**src/rtl/chan_capture_pkg.sv**
```systemverilog
// Shared types and parameter limits for the multi-channel capture pipeline.
package chan_capture_pkg;

    typedef enum logic [1:0] {
        CAPTURE = 2'd0,
        ACCUM   = 2'd1,
        XOR     = 2'd2,
        HOLD    = 2'd3
    } mode_e;

    localparam int WIDTH_MIN    = 1;
    localparam int WIDTH_MAX    = 32;
    localparam int DEPTH_MIN    = 1;
    localparam int DEPTH_MAX    = 4;
    localparam int CHANNELS_MIN = 1;
    localparam int CHANNELS_MAX = 8;

endpackage

```
**src/rtl/chan_capture_lane.sv**
```systemverilog
// One channel: accumulator, sticky carry flag and a DEPTH-stage valid/ready pipe.
module chan_capture_lane
    import chan_capture_pkg::*;
#(
    parameter int WIDTH = 8,
    parameter int DEPTH = 2
) (
    input  logic             clk,
    input  logic             reset,
    input  logic             clear,
    input  mode_e            mode,
    input  logic             accept_en,
    input  logic             in_valid,
    input  logic [WIDTH-1:0] in_data,
    output logic             in_ready,
    output logic             out_valid,
    output logic [WIDTH-1:0] out_data,
    input  logic             out_ready,
    output logic             ovf
);

    logic [DEPTH-1:0]            vld;
    logic [DEPTH-1:0][WIDTH-1:0] dat;
    logic [DEPTH-1:0]            rdy;
    logic [WIDTH-1:0]            acc, acc_nx, stage0_d;
    logic [WIDTH:0]              sum;
    logic                        carry, fire, ovf_q;

    // A stage can load if any stage from it to the output has a hole, or the sink takes a beat.
    // Written without a ripple chain so each bit depends only on state and out_ready.
    for (genvar k = 0; k < DEPTH; k++) begin : g_rdy
        assign rdy[k] = out_ready || !(&vld[DEPTH-1:k]);
    end

    assign in_ready  = accept_en && rdy[0];
    assign fire      = in_valid && in_ready;
    assign out_valid = vld[DEPTH-1];
    assign out_data  = dat[DEPTH-1];
    assign ovf       = ovf_q;

    always_comb begin
        sum    = {1'b0, acc} + {1'b0, in_data};
        acc_nx = acc;
        carry  = 1'b0;
        case (mode)
            ACCUM: begin
                acc_nx = sum[WIDTH-1:0];
                carry  = sum[WIDTH];
            end
            XOR:     acc_nx = acc ^ in_data;
            default: acc_nx = acc;
        endcase
        stage0_d = (mode == CAPTURE) ? in_data : acc_nx;
    end

    always_ff @(posedge clk or posedge reset) begin
        if (reset) begin
            vld   <= '0;
            dat   <= '0;
            acc   <= '0;
            ovf_q <= 1'b0;
        end else if (clear) begin
            vld   <= '0;
            dat   <= '0;
            acc   <= '0;
            ovf_q <= 1'b0;
        end else begin
            if (fire) begin
                acc <= acc_nx;
                if (carry) ovf_q <= 1'b1;
            end
            if (rdy[0]) begin
                vld[0] <= fire;
                if (fire) dat[0] <= stage0_d;
            end
            for (int k = 1; k < DEPTH; k++) begin
                if (rdy[k]) begin
                    vld[k] <= vld[k-1];
                    if (vld[k-1]) dat[k] <= dat[k-1];
                end
            end
        end
    end

    // Shadow of CAPTURE beats that saw an unstalled path; only feeds the latency assertion.
    logic [DEPTH:1]            chk_v;
    logic [DEPTH:1][WIDTH-1:0] chk_d;

    always_ff @(posedge clk or posedge reset) begin
        if (reset) begin
            chk_v <= '0;
            chk_d <= '0;
        end else begin
            chk_v[1] <= fire && (mode == CAPTURE) && !clear;
            chk_d[1] <= in_data;
            for (int k = 2; k <= DEPTH; k++) begin
                chk_v[k] <= chk_v[k-1] && out_ready && !clear;
                chk_d[k] <= chk_d[k-1];
            end
        end
    end

    a_out_stable: assert property (@(posedge clk) disable iff (reset)
        (out_valid && !out_ready && !clear) |=> (out_valid && $stable(out_data)));

    a_capture_latency: assert property (@(posedge clk) disable iff (reset)
        chk_v[DEPTH] |-> (out_valid && out_data == chk_d[DEPTH]));

endmodule

```
**src/rtl/chan_capture_pipe.sv**
```systemverilog
// CHANNELS independent capture/accumulate pipelines sharing a global mode and clear.
module chan_capture_pipe
    import chan_capture_pkg::*;
#(
    parameter int WIDTH    = 8,
    parameter int DEPTH    = 2,
    parameter int CHANNELS = 4
) (
    input  logic                      clk,
    input  logic                      reset,
    input  logic                      clear,
    input  logic [1:0]                mode,
    input  logic [CHANNELS-1:0]       in_valid,
    input  logic [CHANNELS*WIDTH-1:0] in_data,
    output logic [CHANNELS-1:0]       in_ready,
    output logic [CHANNELS-1:0]       out_valid,
    output logic [CHANNELS*WIDTH-1:0] out_data,
    input  logic [CHANNELS-1:0]       out_ready,
    output logic [CHANNELS-1:0]       ovf
);

    if (WIDTH < WIDTH_MIN || WIDTH > WIDTH_MAX ||
        DEPTH < DEPTH_MIN || DEPTH > DEPTH_MAX ||
        CHANNELS < CHANNELS_MIN || CHANNELS > CHANNELS_MAX) begin : g_bad_params
        $error("chan_capture_pipe: parameter out of range");
    end

    mode_e mode_q;
    logic  accept_en;

    assign mode_q    = mode_e'(mode);
    assign accept_en = !reset && !clear && (mode_q != HOLD);

    for (genvar c = 0; c < CHANNELS; c++) begin : g_lane
        chan_capture_lane #(
            .WIDTH (WIDTH),
            .DEPTH (DEPTH)
        ) u_lane (
            .clk       (clk),
            .reset     (reset),
            .clear     (clear),
            .mode      (mode_q),
            .accept_en (accept_en),
            .in_valid  (in_valid[c]),
            .in_data   (in_data[c*WIDTH +: WIDTH]),
            .in_ready  (in_ready[c]),
            .out_valid (out_valid[c]),
            .out_data  (out_data[c*WIDTH +: WIDTH]),
            .out_ready (out_ready[c]),
            .ovf       (ovf[c])
        );
    end

endmodule

```
**config.mk**
```make
export PLATFORM = sky130hd
export DESIGN_NAME = chan_capture_pipe
export DESIGN_NICKNAME = d
export VERILOG_FILES = /design/src/rtl/chan_capture_pkg.sv /design/src/rtl/chan_capture_lane.sv /design/src/rtl/chan_capture_pipe.sv
export SDC_FILE = /design/constraint.sdc
export NUM_CORES = 1
export LEC_CHECK = 0
export BUFFER_PORTS_ARGS = -buffer_cell sky130_fd_sc_hd__buf_2
export CORE_MARGIN = 5
export CORE_UTILIZATION = 55
export CTS_BUF_LIST = sky130_fd_sc_hd__clkbuf_8
export DETAILED_ROUTE_END_ITERATION = 8
export GPL_TIMING_DRIVEN = 0
export PLACE_DENSITY = 0.76
export SYNTH_ARGS = -nofsm -noshare
export SYNTH_HDL_FRONTEND = slang
export SYNTH_SLANG_ARGS = --single-unit
```
**constraint.sdc**
```tcl
create_clock -name clk -period 7.6 [get_ports clk]
set_input_delay 0 -clock clk [delete_from_list [all_inputs] [get_ports clk]]
set_output_delay 0 -clock clk [all_outputs]
set_load 0.05 [all_outputs]
```
**Yosys cells after proc, flatten, opt, wreduce, memory -nomap -nowiden**

Index checks and enable logic that the tools add are counted.

- Flip-flop bits (word level): 108

- Add/subtract/negate cells: 4
- Equal/unequal tests: 3
- Muxes and demuxes: 64
- Bitwise operators: 4
- Reduce and logical (&&, ||, !) cells: 65

Operators by type and width:

| cell | count |
|---|---|
| 2-to-1 mux 8 bit | 28 |
| 2-to-1 mux 16 bit | 4 |
| case mux 8 bit (2 select lines) | 4 |
| nonzero test 2 bit | 20 |
| adder 8 x 8 -> 9 bit | 4 |
| AND reduction 2 bit | 16 |
| bitwise XOR 8 bit | 4 |
| 2-to-1 mux 1 bit | 24 |
| logical AND 1 bit | 10 |
| zero test 1 bit | 10 |
| logical OR 1 bit | 8 |
| 2-to-1 mux 2 bit | 4 |
| equality test 2 x 1 -> 1 bit, second input constant | 1 |
| equality test 2 bit, second input constant | 1 |
| zero test 2 bit | 1 |
| != test 2 bit, second input constant | 1 |

**Longest topological paths before layout**

- Depth in word-level cells: 8
- Depth in mapped cells: 9
- Mapped depth without buffers: 7

**Modules after synthesis**

A second synthesis with hierarchy kept.

- Cell total of the unflattened synthesis: 803
- Area, all modules: 7136.8 µm²

By module, submodules not included:

| module | times used | cells an instance | area each (µm²) |
|---|---|---|---|
| chan_capture_lane at g_lane[0].u_lane ... | 2 | 206 | 1819.2 |
| chan_capture_lane at g_lane[2].u_lane ... | 2 | 195 | 1742.9 |
| chan_capture_pipe | 1 | 1 | 12.5 |

**Least setup slack after synthesis**

No wires, ideal clock.

- Path kind: register -> register
- From: register g_lane[1].u_lane.acc[0]
- To: register g_lane[1].u_lane.ovf_q
- Library setup time: 0.137 ns
- Arrival time: 2.039 ns
- Path slack: 5.424 ns
- Stages on the path, launching flop included: 8
- Buffers on the path: 0
- Path through: dfrtp_1 ha_1 fa_1 a21o_1 a31o_2 a21o_1 a2111oi_0 nor3_1

- Word-level cells in the longest chain between the ends: 4

Ends and longest elaborated chain:

| element | line | text |
|---|---|---|
| from (decl) | chan_capture_lane.sv:25 | `logic [WIDTH-1:0] acc, acc_nx, stage0_d;` |
| from (signal assigned) | chan_capture_lane.sv:69 | `acc <= acc_nx;` |
| adder 8 x 8 -> 9 bit | chan_capture_lane.sv:42 | `sum = {1'b0, acc} + {1'b0, in_data};` |
| 2-to-1 mux 1 bit | chan_capture_lane.sv:45 | `case (mode)` |
| nonzero test 2 bit (no line) | -- |  |
| AND reduction 2 bit (no line) | -- |  |
| to (signal assigned) | chan_capture_lane.sv:61 | `ovf_q <= 1'b0;` |
| to (signal assigned) | chan_capture_lane.sv:66 | `ovf_q <= 1'b0;` |
| to (signal assigned) | chan_capture_lane.sv:70 | `if (carry) ovf_q <= 1'b1;` |
| to (decl) | chan_capture_lane.sv:27 | `logic carry, fire, ovf_q;` |

No other way between the ends.
A chain may end at the register's enable or synchronous reset.

**Final worst setup path**

- From: register g_lane[3].u_lane.acc[0]
- To: register g_lane[3].u_lane.dat[4] in the netlist's numbering

- Word-level cells in the longest chain between the ends: 6

Ends and longest elaborated chain:

| element | line | text |
|---|---|---|
| from (decl) | chan_capture_lane.sv:25 |  |
| from (signal assigned) | chan_capture_lane.sv:69 |  |
| adder 8 x 8 -> 9 bit | chan_capture_lane.sv:42 |  |
| case mux 8 bit (2 select lines) | chan_capture_lane.sv:45 |  |
| 2-to-1 mux 8 bit | chan_capture_lane.sv:53 | `stage0_d = (mode == CAPTURE) ? in_data : acc_nx;` |
| 2-to-1 mux 8 bit | chan_capture_lane.sv:74 | `if (fire) dat[0] <= stage0_d;` |
| 2-to-1 mux 8 bit | chan_capture_lane.sv:72 | `if (rdy[0]) begin` |
| 2-to-1 mux 16 bit | chan_capture_lane.sv:62 | `end else if (clear) begin` |
| to (signal, indexed assignment) | chan_capture_lane.sv:79 | `if (vld[k-1]) dat[k] <= dat[k-1];` |
| to (decl) | chan_capture_lane.sv:23 | `logic [DEPTH-1:0][WIDTH-1:0] dat;` |

No other way between the ends. The select of a mux whose other input is x is not followed.

==> flow_summary.ini <==
[clock_tree]
clockBufferDepth = 2
cts.sinks = 108
holdBufCountCts = 37
cts_resized = 0
post-cts-setup-buffers = 0
cts_tree = yes
clkTransAtPathRegs_ps = 100
clk_latency_ps = 400
numCtsBuffers = 9
root_buffer = clkbuf_8
cts-htree-levels = 3

[sta]
fin_ws_ps = 4910
setup_viol = 0
period_needed_ps = 2690
finalHoldViolCount = 0
worst_pin_slew_ps = 908
timing.final.crit_share_pct = 35.4
rsz0062_at_grt = no
clock_skew_ps = 20.4
max_freq_ghz = 0.372
final_max_slew_viol_count = 0
finalSetupTns_ps = 0
slew_headroom_pct = 39.5

[placement]
hpwlAfterDp_um = 16600
place_congestion = 0.968
preCtsSetupSlack_ps = 5280
portBuffers = 88
placed_area_mm2 = 0.00776

[synthesis]
async_flop_share_pct = 100
syn-num-nets = 863
synth_flop_cell = dfrtp_1
ys_types = 68
ys_seq_elements = 108
synthCells = 778
synth-edff-count = 0
synth_area_mm2 = 0.00707
ys_seq_area_share_pct = 38.2
syn_avg_cell_area_um2 = 9.09
yosysWarnings = 0

[die]
io_pins = 89
dieArea_mm2 = 0.0152
initial_utilization_pct = 56.1
coreArea_mm2 = 0.0126
die_width_um = 123
die_h_um = 123
rows = 41

[final_layout]
syn2layout_area_growth_pct = 17.5
finalInstanceArea_mm2 = 0.00831
layout_commonest_cell = dfrtp_1
final_nets = 1000
diodes = 0
final_cell_mix = 108 x dfrtp_1, 105 x buf_2, 65 x a21oi_1
fillCellCount = 1089
drive_gt1_share_pct = 20.4
fin_util_pct = 65.9

[critical_path]
reg2reg_from = g_lane[3].u_lane.acc[0]
critPathKind = reg -> reg
crit_fanout = 3
end_kind = flop
cp.required_ps = 7930
arrival_ps = 3020
worst_r2r_path_depth = 8
r2r_slack_ps = 4910
slowest_stage = dlygate4sd3_1
cp-start-kind = flop
path_cells = ha_1, fa_1, a21o_1, a211oi_1, o21ai_0, o2bb2ai_1, o311ai_1, dlygate4sd3_1
max_stage_delay_ps = 580
r2r-end = g_lane[3].u_lane.dat[4]

[power_and_ir_drop]
power.density_mw_per_mm2 = 148
cellLeakagePower_nw = 4.16
peakVddDrop_uv = 168
power.total_mw = 1.23

[detailed_routing]
ant_nets = 0
wirelength_um = 22800
avgViaCountPerCell = 6.17
drtPass1Iterations = 5
vias = 6734
drt_iter0_drc = 651
drcViolationCount = 0
post_drt_wl_per_cell_um = 20.9

[worst_hold_path]
hp-class = in -> reg
hp-start = in_data[17]
whs_endpoint = g_lane[2].u_lane.dat[1]
holdPathStages = 3

[job]
drv_cap = 0

[global_routing]
grt_pass1_wl_um = 35500
met3_usage_pct = 7.41
grt_pass1_vias = 6698
grt_max_degree = 63
busiest_layer = met2
antenna_found_initial = 0
grtUsageMet2_pct = 49.8
overflow = 0
grt_util_all_layers_pct = 31.0
grtUsageMet1_pct = 40.5

[outcome]
outcome = finished, final reports clean
[layer usage]
layer,vias to the layer above,wire (um),part of all wire (%)
li1,3102,-,-
met1,3303,9400,41
met2,278,10700,47
met3,51,1930,8.5
met4,0,702,3.1
met5,-,0,0
[report_power, final]
part | internal, mW | total [mW] | leakage, nW | switching, mW
Combinational | 0.0987 | 0.276 | 2.57 | 0.177
Clock | 0.149 | 0.354 | 0.101 | 0.205
Sequential | 0.590 | 0.605 | 1.49 | 0.0145
[worst max path at each step]
stage | to | slack, ps | startpoint | depth (start not counted)
global route | g_lane[3].u_lane.dat[4] | 4730 | g_lane[3].u_lane.acc[0] | 8
CTS | g_lane[3].u_lane.dat[4] | 4920 | g_lane[3].u_lane.acc[0] | 8
finish | g_lane[3].u_lane.dat[4] | 4910 | g_lane[3].u_lane.acc[0] | 8
floorplan | g_lane[0].u_lane.acc[0] | 4750 | reset | 1
global placement | g_lane[0].u_lane.acc[0] | 3370 | reset | 2
detailed placement | g_lane[2].u_lane.dat[6] | 5280 | g_lane[2].u_lane.acc[0] | 7
[synth_stat cells (7+ instances only)]
cell type / number / share of area [%]
o2bb2ai_1: 7 / 0.87
ha_1: 36 / 6.4
nand3_1: 60 / 4.2
buf_4: 44 / 4.7
a211oi_1: 7 / 0.74
a21oi_1: 65 / 4.6
mux2i_1: 35 / 5.0
buf_2: 17 / 1.2
a21o_1: 13 / 1.4
a31oi_1: 8 / 0.71
dfrtp_1: 108 / 38
clkbuf_1: 31 / 1.6
inv_1: 11 / 0.58
o21ai_0: 51 / 3.6
a22oi_1: 7 / 0.74
o211ai_1: 9 / 0.96
nand2_1: 49 / 2.6
nor2_1: 56 / 3.0
nor2b_1: 10 / 0.88
and3_1: 16 / 1.4
nand2b_1: 14 / 1.2
nor3_1: 9 / 0.64
[final cells by class]
type	instances	area (um2)	area share, %
buffer	97	566	6.80
clock buffer	9	124	1.49
clock inverter	7	60.1	0.722
inverter	11	43.8	0.527
multi-input combinational	562	3760	45.3
sequential	108	2700	32.5
tap	172	215	2.59
timing repair buffer	126	838	10.1
[critical path, delay by kind of cell (launching register included)]
family / cells / cell delay (ps)
flops: 1 / 410
compound gates: 5 / 980
fa+ha+maj: 2 / 660
buf+inv: 1 / 580
[kinds of logic (layout without fill, tap and decap cells)]
group | after synthesis | count (layout) | synth area share, %
AOI/OAI and AO/OA | 241 | 241 | 23.0
and+or+nand+nor | 238 | 238 | 16.6
DFF | 108 | 108 | 38.2
buffers and inverters | 108 | 250 | 8.58
adders and majority gates | 40 | 40 | 7.50
muxes | 38 | 38 | 5.43
xor gates and xnor gates | 5 | 5 | 0.619
[flip-flops by register name, summed over array words and instances, names as in the netlist]
register and flops:
g_lane.u_lane.vld 8, g_lane.u_lane.out_data 32, g_lane.u_lane.ovf 4, g_lane.u_lane.dat 32, g_lane.u_lane.acc 32
[metrics by stage]
step           instances  hold slack (ps)
2_1_floorplan        778              143
3_3_place_gp        1038              273
3_5_place_dp        1039              166
4_1_cts             1092             12.6
5_1_grt             1092             31.7
6_report            1092             25.3
(Power assumes the default switching activity.)
